[config.mk]
export PLATFORM = sky130hd
export DESIGN_NAME = xor_crc_engine
export DESIGN_NICKNAME = d
export VERILOG_FILES = /design/src/rtl/xor_crc_engine_pkg.sv /design/src/rtl/xor_crc_engine_crc_step.sv /design/src/rtl/xor_crc_engine.sv
export SDC_FILE = /design/constraint.sdc
export NUM_CORES = 1
export LEC_CHECK = 0
export BUFFER_PORTS_ARGS = -buffer_cell sky130_fd_sc_hd__buf_2
export CORE_AREA = 2 2 73 75
export CTS_BUF_LIST = sky130_fd_sc_hd__clkbuf_2 sky130_fd_sc_hd__clkbuf_4 sky130_fd_sc_hd__clkbuf_8
export CTS_CLUSTER_DIAMETER = 50
export CTS_CLUSTER_SIZE = 14
export DETAILED_ROUTE_END_ITERATION = 6
export DIE_AREA = 0 0 75 77
export PLACE_DENSITY_LB_ADDON = 0.2
export SLEW_MARGIN = 20
export SYNTH_ARGS = -nofsm -noshare
export SYNTH_HDL_FRONTEND = slang
export SYNTH_HIERARCHICAL = 1
export SYNTH_SLANG_ARGS = --single-unit
[constraint.sdc]
create_clock -name clk -period 4.2 [get_ports clk]
set_input_delay 0 -clock clk [delete_from_list [all_inputs] [get_ports clk]]
set_output_delay 0 -clock clk [all_outputs]
set_load 0.1 [all_outputs]
[src/rtl/xor_crc_engine_pkg.sv]
// Shared definitions for the streaming XOR/CRC engine: FSM encoding, mode
// codes and the default CRC-16/CCITT-FALSE constants.
package xor_crc_engine_pkg;

    typedef enum logic [1:0] {
        IDLE  = 2'd0,
        ACCUM = 2'd1,
        DONE  = 2'd2
    } state_t;

    localparam logic MODE_XOR = 1'b0;
    localparam logic MODE_CRC = 1'b1;

    localparam logic [15:0] CRC16_POLY    = 16'h1021;
    localparam logic [15:0] CRC16_INIT    = 16'hFFFF;
    localparam logic [15:0] CRC16_XOR_OUT = 16'h0000;

endpackage

[src/rtl/xor_crc_engine_crc_step.sv]
// Combinational single-word fold: XOR accumulate or an MSB-first CRC update
// with all DATA_W bit steps unrolled.
module crc_step
    import xor_crc_engine_pkg::*;
#(
    parameter int                DATA_W = 16,
    parameter int                CRC_W  = 16,
    parameter logic [CRC_W-1:0]  POLY   = CRC_W'(CRC16_POLY)
) (
    input  logic [CRC_W-1:0]  acc,
    input  logic [DATA_W-1:0] data,
    input  logic              mode,
    output logic [CRC_W-1:0]  next_acc
);

    logic [CRC_W-1:0] crc;
    logic             fb;

    always_comb begin
        crc = acc;
        fb  = 1'b0;
        for (int i = DATA_W - 1; i >= 0; i--) begin
            fb  = crc[CRC_W-1] ^ data[i];
            crc = (crc << 1) ^ (fb ? POLY : '0);
        end
        // Size cast zero-extends narrow words and keeps the LSBs of wide ones.
        if (mode == MODE_CRC) begin
            next_acc = crc;
        end else begin
            next_acc = acc ^ CRC_W'(data);
        end
    end

endmodule

[src/rtl/xor_crc_engine.sv]
// Framed XOR-checksum / CRC engine: folds one word per accepted beat and
// presents the result and beat count over a valid/ready output.
module xor_crc_engine
    import xor_crc_engine_pkg::*;
#(
    parameter int                DATA_W  = 16,
    parameter int                CRC_W   = 16,
    parameter logic [CRC_W-1:0]  POLY    = CRC_W'(CRC16_POLY),
    parameter logic [CRC_W-1:0]  INIT    = CRC_W'(CRC16_INIT),
    parameter logic [CRC_W-1:0]  XOR_OUT = CRC_W'(CRC16_XOR_OUT),
    parameter int                LEN_W   = 8
) (
    input  logic              clk,
    input  logic              rst_n,
    input  logic              in_valid,
    output logic              in_ready,
    input  logic [DATA_W-1:0] in_data,
    input  logic              in_last,
    input  logic              mode,
    output logic              out_valid,
    input  logic              out_ready,
    output logic [CRC_W-1:0]  out_crc,
    output logic [LEN_W-1:0]  out_len,
    output logic              busy
);

    state_t           state, next_state;
    logic             mode_q;
    logic             frame_mode;
    logic             accept;
    logic [CRC_W-1:0] acc, seed, next_acc, res;
    logic [LEN_W-1:0] len, len_next;

    assign in_ready  = (state != DONE);
    assign out_valid = (state == DONE);
    assign busy      = (state != IDLE);
    assign accept    = in_valid & in_ready;
    assign out_crc   = res;
    assign out_len   = len;

    // The first beat uses the live mode and a fresh seed; later beats use the latched frame state.
    assign frame_mode = (state == IDLE) ? mode : mode_q;
    assign seed       = (state == IDLE) ? ((mode == MODE_CRC) ? INIT : '0) : acc;
    assign len_next   = (state == IDLE) ? LEN_W'(1) : ((&len) ? len : len + 1'b1);

    crc_step #(
        .DATA_W (DATA_W),
        .CRC_W  (CRC_W),
        .POLY   (POLY)
    ) u_crc_step (
        .acc      (seed),
        .data     (in_data),
        .mode     (frame_mode),
        .next_acc (next_acc)
    );

    always_ff @(posedge clk or negedge rst_n) begin
        if (!rst_n) begin
            state <= IDLE;
        end else begin
            state <= next_state;
        end
    end

    always_comb begin
        next_state = state;
        case (state)
            IDLE, ACCUM: begin
                if (accept) begin
                    next_state = in_last ? DONE : ACCUM;
                end
            end
            DONE: begin
                if (out_ready) begin
                    next_state = IDLE;
                end
            end
            default: next_state = IDLE;
        endcase
    end

    always_ff @(posedge clk or negedge rst_n) begin
        if (!rst_n) begin
            acc    <= '0;
            res    <= '0;
            len    <= '0;
            mode_q <= MODE_XOR;
        end else if (accept) begin
            acc <= next_acc;
            len <= len_next;
            if (state == IDLE) begin
                mode_q <= mode;
            end
            if (in_last) begin
                res <= (frame_mode == MODE_CRC) ? (next_acc ^ XOR_OUT) : next_acc;
            end
        end
    end

endmodule

==> flow_summary_export.csv, run 1 <==
group,metric,value,unit
outcome,outcome,"completed",
job,maxCapViolCount,0,
drt,wire_per_inst,15.2,um
critical_path,r2r_cells,11,
global_routing,grt_start_max_net_pins,44,
clocking,cts_resized,0,
sta,worst_pin_slew,0.651,ns
place,place_congestion,0.837,
layout,areaGrowthSynthToFinish,15.5,%
critical_path,crit_path_start_kind,"register",
critical_path,path_max_fanout,9,
sta,hold_viol,0,
global_routing,grt_pass1_vias,1736,
clocking,h-tree-depth,2,
sta,fin_setup_tns,0,ns
yosys,yosysSeqAreaShare,40.1,%
yosys,synth_top_family_by_area,"XOR/XNOR gates",
critical_path,cp.arrival,3.73,ns
clocking,cts_root_buf,"clkbuf_8",
drt,wirelength,5.29,mm
clocking,cts_tree,"yes",
drt,via_per_inst,5.12,
hold_path,hold_depth,2,
drt,ant_nets,0,
drt,vias,1776,
yosys,syn-num-nets,249,
sta,rsz0062_at_grt,"false",
layout,layout.cells.most_common,"buf_2",
clocking,clk_pin_slew,0.08,ns
critical_path,r2r_end,"out_crc[5]",
critical_path,r2r_slack,0.65,ns
layout,layout.nets,299,
global_routing,grt-ovfl-total,0,
critical_path,critPathKind,"reg2reg",
yosys,synth_compound_area_share,9.94,%
layout,post_route_cells_drive_above_1_share,37.5,%
sta,max_freq,282,MHz
die,die_x,75,um
yosys,synth_xor_area_share,22.8,%
die,num_rows,26,
yosys,ys_warn_count,6,
layout,utilization,62.2,%
drt,dr.pass1.iters,4,
die,dieArea,5780,um^2
die,core_area,4980,um^2
yosys,synth_area_per_cell,11.9,um^2
clocking,cts_buffers,5,
global_routing,antenna_found_initial,0,
sta,final-max-slew-violation-count,0,
place,port_buffers,48,
yosys,synth_top_cell_by_area,"dfrtp_1",
sta,post-route-period-util,84.6,%
yosys,netlist_area,2680,um^2
layout,diodes,0,
die,ios,49,
die,start_util,53.8,%
die,die_h,77,um
global_routing,grt_pass1_wl,8.56,mm
sta,setup_violations,0,
yosys,netlist_instances,226,
layout,mostFrequentLayoutCells,"buf_2, dfrtp_1, xnor2_1",
yosys,synth_simple_gate_area_share,7.24,%
hold_path,hold_class,"in2reg",
hold_path,holdPathEnd,"state[0]",
global_routing,gr-usage-all-layers,19.6,%
critical_path,worstPathRequired,4.38,ns
yosys,yosys.area.top_type_share,40.1,%
yosys,synthAdderAreaFrac,0.467,%
layout,fin_area,3100,um^2
layout,fillCellCount,414,
drt,drtIter0Drc,91,
drt,drcViolationCount,0,
critical_path,critPathCaptureType,"register",
sta,relSlewSlack,56.6,%
sta,fin_skew,0.0109,ns
place,dp_hpwl,3.75,mm
clocking,cts_buffer_depth,2,
critical_path,timing.rr.start,"state[0]",
yosys,synth_area_leaders,"dfrtp_1, mux2_2, xnor2_1",
place,dpl_cell_area,2950,um^2
clocking,insertion_delay,0.30,ns
yosys,synthMuxAreaShare,16.6,%
hold_path,holdCritStartpoint,"in_valid",
sta,period_minus_slack,3.55,ns
yosys,yosysUniqueCellTypes,37,
clocking,clock-sinks,43,
yosys,synth-seq-cells,43,
==> flip-flops by register name, summed over array words and instances (netlist names) <==
signal,count
acc,16
mode_q,1
out_crc,16
out_len,8
state,2
==> worst max path at each step <==
stage,start,endpoint,slack (ns),depth (start not counted)
detailed placement,state[0],out_crc[5],0.71,11
CTS,state[0],out_crc[5],0.62,11
finish,state[0],out_crc[5],0.65,11
floorplan,state[0],out_crc[5],0.32,12
global route,state[0],out_crc[5],0.38,11
global placement,state[0],out_crc[7],0.76,11
==> layer usage <==
layer | vias up | track usage (%) | wire length [um]
met2 | 50 | 28.5 | 2470
li1 | 872 | - | -
met5 | - | 0 | 0
met3 | 9 | 4.34 | 230
met1 | 845 | 28.4 | 2500
met4 | 0 | 7.14 | 82
==> synthesized netlist by cell type <==
cell,n
inv_1,2
a31oi_1,2
nor2_2,1
o31ai_1,3
xnor3_1,2
and3_1,2
o211ai_2,1
mux2_2,24
o41ai_1,2
dfrtp_1,43
nand2_1,16
mux2_4,9
buf_2,5
clkbuf_1,1
buf_6,3
xor2_2,4
xnor2_1,29
nor2_1,4
xor2_1,18
and2_1,1
xor3_2,1
buf_1,1
o211ai_1,1
ha_1,1
nand2b_1,5
nand3_4,1
nand3_1,3
nand4_1,2
nor2b_1,1
o21ai_0,9
o21a_1,1
nand2_4,1
mux2i_1,4
a21o_1,17
xnor2_2,4
a211oi_1,1
o22ai_1,1
==> cell type report <==
cell class	instances	area, um^2	share of cell area, %
well taps	70	87.6	2.83
clock buffers	7	83.8	2.71
clock inverters	1	5.00	0.162
multi-input cells	171	1530	49.4
repair buffers	53	305	9.86
inverters	2	7.51	0.243
flip-flops and latches	43	1080	34.8
==> metrics by stage <==
stage          hold slack [ns]  setup slack (ns)  cells
2_1_floorplan           -0.296             0.321    226
3_3_place_gp             0.202             0.764    335
3_5_place_dp             0.207             0.709    335
4_1_cts                 0.0187             0.624    346
5_1_grt                 0.0306             0.384    347
6_report                0.0255             0.648    347
==> timing repair <==
action                    CTS  global route
hold buffers                3             0
setup buffers               0             0
hold endpoints to repair   45             0
==> cell families after synthesis <==
group           Yosys count
flops                    43
fa+ha+maj                 1
mux                      37
buf+inv                  12
simple gates             37
compound gates           38
xor+xnor                 58
==> worst max-delay path, cell delays in order (launching register included) <==
cell     delay (ns)
dfrtp_1        0.42
nor2_2         0.27
and2_1         0.41
buf_4          0.24
a21o_1         0.10
xor2_1         0.32
xnor3_1        0.50
xor2_1         0.30
xnor2_2        0.20
mux2i_1        0.26
xor2_1         0.12
mux2_4         0.28
Power of run 1 is left out: the tool's default activity adds up to more than one toggle a clock period on the data nets, which glitch-free logic cannot reach.
==> inputs of run 2 (changes only) <==
clock period = 3.4 ns   (was 4.2 ns; I/O delays follow)
==> flow_summary_export.csv, run 2 (synthesis results as in run 1) <==
group,metric,value,unit
outcome,outcome,"completed",
drt,ant_nets,0,
die,start_util,53.8,%
global_routing,antenna_found_initial,0,
sta,post-route-period-util,89.0,%
clocking,cts_buffer_depth,2,
layout,mostFrequentLayoutCells,"buf_2, dfrtp_1, xnor2_1",
critical_path,crit_path_start_kind,"register",
critical_path,path_max_fanout,6,
sta,rsz0062_at_grt,"false",
place,dpl_cell_area,3010,um^2
hold_path,hold_class,"in2reg",
global_routing,grt_pass1_vias,1709,
drt,vias,1823,
critical_path,worstPathCellList,"nor2_2 -> and2_1 -> buf_4 -> a21o_1 -> xor2_1 -> xor3_2 -> xor2_2 -> xnor2_1 -> nand2_1 -> xor2_1 -> mux2_4",
sta,fin_setup_tns,0,ns
die,dieArea,5780,um^2
critical_path,slowest_stage,"xor3_2",
layout,diodes,0,
critical_path,path_depth,11,
clocking,cts_buffers,5,
global_routing,grt-ovfl-total,0,
sta,period_minus_slack,3.03,ns
die,num_rows,26,
critical_path,critPathTopFamily,"XOR/XNOR gates",
place,port_buffers,48,
critical_path,critPathCaptureType,"register",
global_routing,met3_usage,5.12,%
clocking,cts_tree,"yes",
sta,max_freq,330,MHz
sta,hold_viol,0,
layout,layout.cells.most_common,"buf_2",
global_routing,grt_util_met2,30.8,%
clocking,h-tree-depth,2,
global_routing,grt_start_max_net_pins,44,
critical_path,path_common_cell,"xor2_1",
sta,worst_pin_slew,0.950,ns
critical_path,cp.arrival,3.21,ns
drt,dr.pass1.iters,4,
layout,areaGrowthSynthToFinish,17.1,%
die,die_h,77,um
sta,fin_skew,0.00779,ns
drt,drcViolationCount,0,
drt,drtIter0Drc,91,
clocking,clock-sinks,43,
clocking,post_cts_buffers,0,
critical_path,r2r_cells,11,
place,dp_cells,343,
place,place_congestion,0.772,
clocking,cts_resized,0,
sta,setup_violations,0,
clocking,cts_root_buf,"clkbuf_8",
critical_path,slowest_delay,0.49,ns
critical_path,cp-startpoint,"state[0]",
sta,holdWs,0.176,ns
sta,final-max-slew-violation-count,0,
global_routing,grt_util_met1,26.7,%
critical_path,worstPathRequired,3.59,ns
die,die_x,75,um
drt,wire_per_inst,14.9,um
place,dp_hpwl,3.86,mm
layout,post_route_cells_drive_above_1_share,38.9,%
sta,relSlewSlack,36.7,%
global_routing,grt_busiest_layer,"met2",
critical_path,critPathKind,"reg2reg",
clocking,clk_pin_slew,0.09,ns
layout,fin_area,3140,um^2
critical_path,path_buf_inv,1,
clocking,insertion_delay,0.30,ns
drt,wirelength,5.29,mm
die,core_area,4980,um^2
layout,layout.nets,307,
critical_path,r2r_slack,0.37,ns
global_routing,gr-usage-all-layers,19.8,%
hold_path,holdCritStartpoint,"in_valid",
hold_path,hold_depth,3,
drt,via_per_inst,5.14,
job,maxCapViolCount,0,
die,ios,49,
global_routing,grt_pass1_wl,8.49,mm
layout,fin_cells,355,
critical_path,timing.rr.start,"state[0]",
==> run 2: through the flow <==
step                      util [%]  setup slack [ns]
final                         63.0             0.374
after global routing          63.0             0.214
after CTS                     63.0             0.373
after detailed placement      60.5             0.408
after global placement        60.5             0.445
after floorplan                  -            0.0688
==> run 2: worst register-to-register path, delay by kind of cell, from the launching register on <==
| kind | cells | cell delay, ns |
|---|---|---|
| buffers and inverters | 1 | 0.18 |
| DFF | 1 | 0.43 |
| AOI/OAI and AO/OA | 1 | 0.10 |
| muxes | 1 | 0.27 |
| xor gates and xnor gates | 5 | 1.43 |
| and+or+nand+nor | 3 | 0.50 |
==> run 2: timing repair <==
item,4_1_cts,5_1_grt
hold buffers,4,0
endpoints found under the setup margin,0,0
endpoints found under the hold margin,45,0
==> run 2: path summary, 6_finish.rpt <==
path | endpoint
max in group asynchronous | out_crc[10]
worst max-delay path | out_crc[7]
worst min register to register | out_crc[15]
worst max register to register | out_crc[7]
worst min-delay path | out_len[1]
min in group asynchronous | out_len[5]
==> run 2: layer usage <==
layer / up-vias / part of all wire (%)
met4: 0 / 1.4
met1: 894 / 46
li1: 889 / -
met3: 6 / 4.1
met2: 34 / 48
met5: - / 0
==> run 2: final cells by class <==
class	instances	area (um^2)
fillers	411	1840
clock inverters	2	12.5
multi-input cells	171	1530
well taps	70	87.6
clock buffers	6	76.3
flip-flops and latches	43	1080
inverters	2	7.51
repair buffers	61	348
Power of run 2 is left out for the same reason.
==> inputs of run 3 (changes only) <==
CELL_PAD_IN_SITES_DETAIL_PLACEMENT = 0   (was default)
CELL_PAD_IN_SITES_GLOBAL_PLACEMENT = 1   (was default)
CORE_AREA = 2 2 80 82   (was 2 2 73 75)
DIE_AREA = 0 0 82 84   (was 0 0 75 77)
==> flow_summary_export.csv, run 3 (synthesis results as in run 1) <==
group,metric,value,unit
job,maxCapViolCount,0,
critical_path,worstPathCellList,"nor2_2 -> inv_1 -> buf_4 -> a21o_1 -> xnor2_2 -> xnor3_1 -> xor2_1 -> xnor2_2 -> mux2i_1 -> xnor2_1 -> mux2_2",
place,dp_hpwl,4.12,mm
hold_path,hold_class,"in2reg",
outcome,outcome,"completed",
layout,regArea,1080,um^2
critical_path,critPathCaptureType,"register",
drt,wl_met1,2.70,mm
global_routing,grt_pass1_vias,1807,
clocking,cts_tree,"yes",
layout,areaGrowthSynthToFinish,18.7,%
layout,multiInputGateArea,1540,um^2
sta,fin_setup_tns,0,ns
critical_path,crit_path_start_kind,"register",
die,die_h,84,um
critical_path,critPathKind,"reg2reg",
die,start_util,44.0,%
critical_path,slowest_delay,0.44,ns
clocking,cts_buffer_depth,2,
sta,period_minus_slack,3.08,ns
global_routing,gr-usage-all-layers,18.0,%
die,dieArea,6890,um^2
place,dpl_cell_area,3030,um^2
sta,post-route-period-util,90.7,%
drt,ant_nets,0,
drt,dr.pass1.iters,4,
drt,wirelength,5.63,mm
place,dp_cells,351,
critical_path,slowest_stage,"dfrtp_1",
sta,worst_pin_slew,0.966,ns
layout,fin_area,3180,um^2
die,num_rows,29,
critical_path,path_common_cell,"xnor2_2",
drt,vias,1782,
drt,via_per_inst,4.92,
global_routing,grt-ovfl-total,0,
sta,max_freq,324,MHz
drt,wl_met2,2.62,mm
sta,hold_viol,0,
clocking,insertion_delay,0.30,ns
layout,fin_cells,362,
clocking,clock-sinks,43,
sta,setup_violations,0,
sta,final-max-slew-violation-count,0,
global_routing,grt_pass1_wl,9.43,mm
layout,diodes,0,
clocking,clk_pin_slew,0.09,ns
sta,rsz0062_at_grt,"false",
clocking,cts_root_buf,"clkbuf_8",
layout,layout.nets,307,
drt,wire_per_inst,15.5,um
sta,relSlewSlack,35.6,%
die,die_x,82,um
sta,fin_skew,0.00902,ns
clocking,cts_buffers,5,
global_routing,grt_start_max_net_pins,44,
drt,wl_met3,229,um
place,place_congestion,0.801,
layout,mostFrequentLayoutCells,"buf_2, dfrtp_1, xnor2_1",
clocking,post_cts_buffers,0,
layout,layout.cells.most_common,"buf_2",
die,core_area,6100,um^2
layout,fillCellCount,578,
global_routing,antenna_found_initial,0,
layout,post_route_cells_drive_above_1_share,39.6,%
critical_path,path_max_fanout,8,
drt,highest_layer,"met4",
die,ios,49,
critical_path,worstPathRequired,3.58,ns
drt,drtIter0Drc,43,
critical_path,cp.arrival,3.27,ns
place,port_buffers,48,
drt,drcViolationCount,0,
clocking,h-tree-depth,2,
run 3: cell types whose count changed in the layout (fill, tap and decap cells not counted):
| cell | delta |
|---|---|
| buf_4 | +1 |
| bufinv_16 | +1 |
| clkbuf_4 | -1 |
| clkbuf_8 | +1 |
| clkinvlp_4 | -1 |
| dlygate4sd3_1 | -1 |
| xnor2_1 | -1 |
| xnor2_2 | +1 |
run 3: timing repair:
| item | 4_1_cts | 5_1_grt |
|---|---|---|
| gates resized for setup | 0 | 1 |
| endpoints found under the setup margin | 0 | 1 |
| hold buffers | 3 | 0 |
| endpoints found under the hold margin | 45 | 0 |
run 3: final timing paths:
path,start,endpoint,slack [ns],depth (start not counted)
min in group asynchronous,rst_n,out_len[5],0.39,2
worst min-delay path,in_valid,state[0],0.02,2
worst max register to register,state[0],acc[12],0.32,11
worst max-delay path,state[0],acc[12],0.32,11
worst min register to register,out_crc[7],out_crc[7],0.51,1
max in group asynchronous,rst_n,acc[12],2.41,2
run 3: layout make-up:
class,count,share of cell area (%)
clock buffer,6,2.60
clock inverter,2,1.10
inverter,2,0.236
multi-input combinational,171,48.3
sequential,43,33.8
tap,77,3.03
timing repair buffer,61,10.9
run 3: metal layers:
| metal | global-route usage [%] | vias up |
|---|---|---|
| li1 | - | 887 |
| met1 | 26.0 | 854 |
| met2 | 26.8 | 34 |
| met3 | 4.00 | 7 |
| met4 | 5.45 | 0 |
| met5 | 0 | - |
run 3: metrics by stage:
| stage | setup WS [ns] | utilization [%] | hold slack (ns) |
|---|---|---|---|
| after floorplan | 0.0688 | - | -0.296 |
| after global placement | 0.296 | 49.6 | 0.200 |
| after detailed placement | 0.267 | 49.6 | 0.201 |
| after CTS | 0.223 | 52.1 | 0.00122 |
| after global routing | 0.0280 | 52.2 | 0.0257 |
| final | 0.315 | 52.2 | 0.0152 |
run 3: worst max-delay path: cells and delay by family, from the launching register on:
family / cells / cell delay (ns)
AND/OR/NAND/NOR: 1 / 0.26
XOR/XNOR: 5 / 1.18
AO/OA/AOI/OAI: 1 / 0.20
multiplexers: 2 / 0.53
flip-flops: 1 / 0.44
buffers and inverters: 2 / 0.35
Power of run 3 is left out for the same reason.
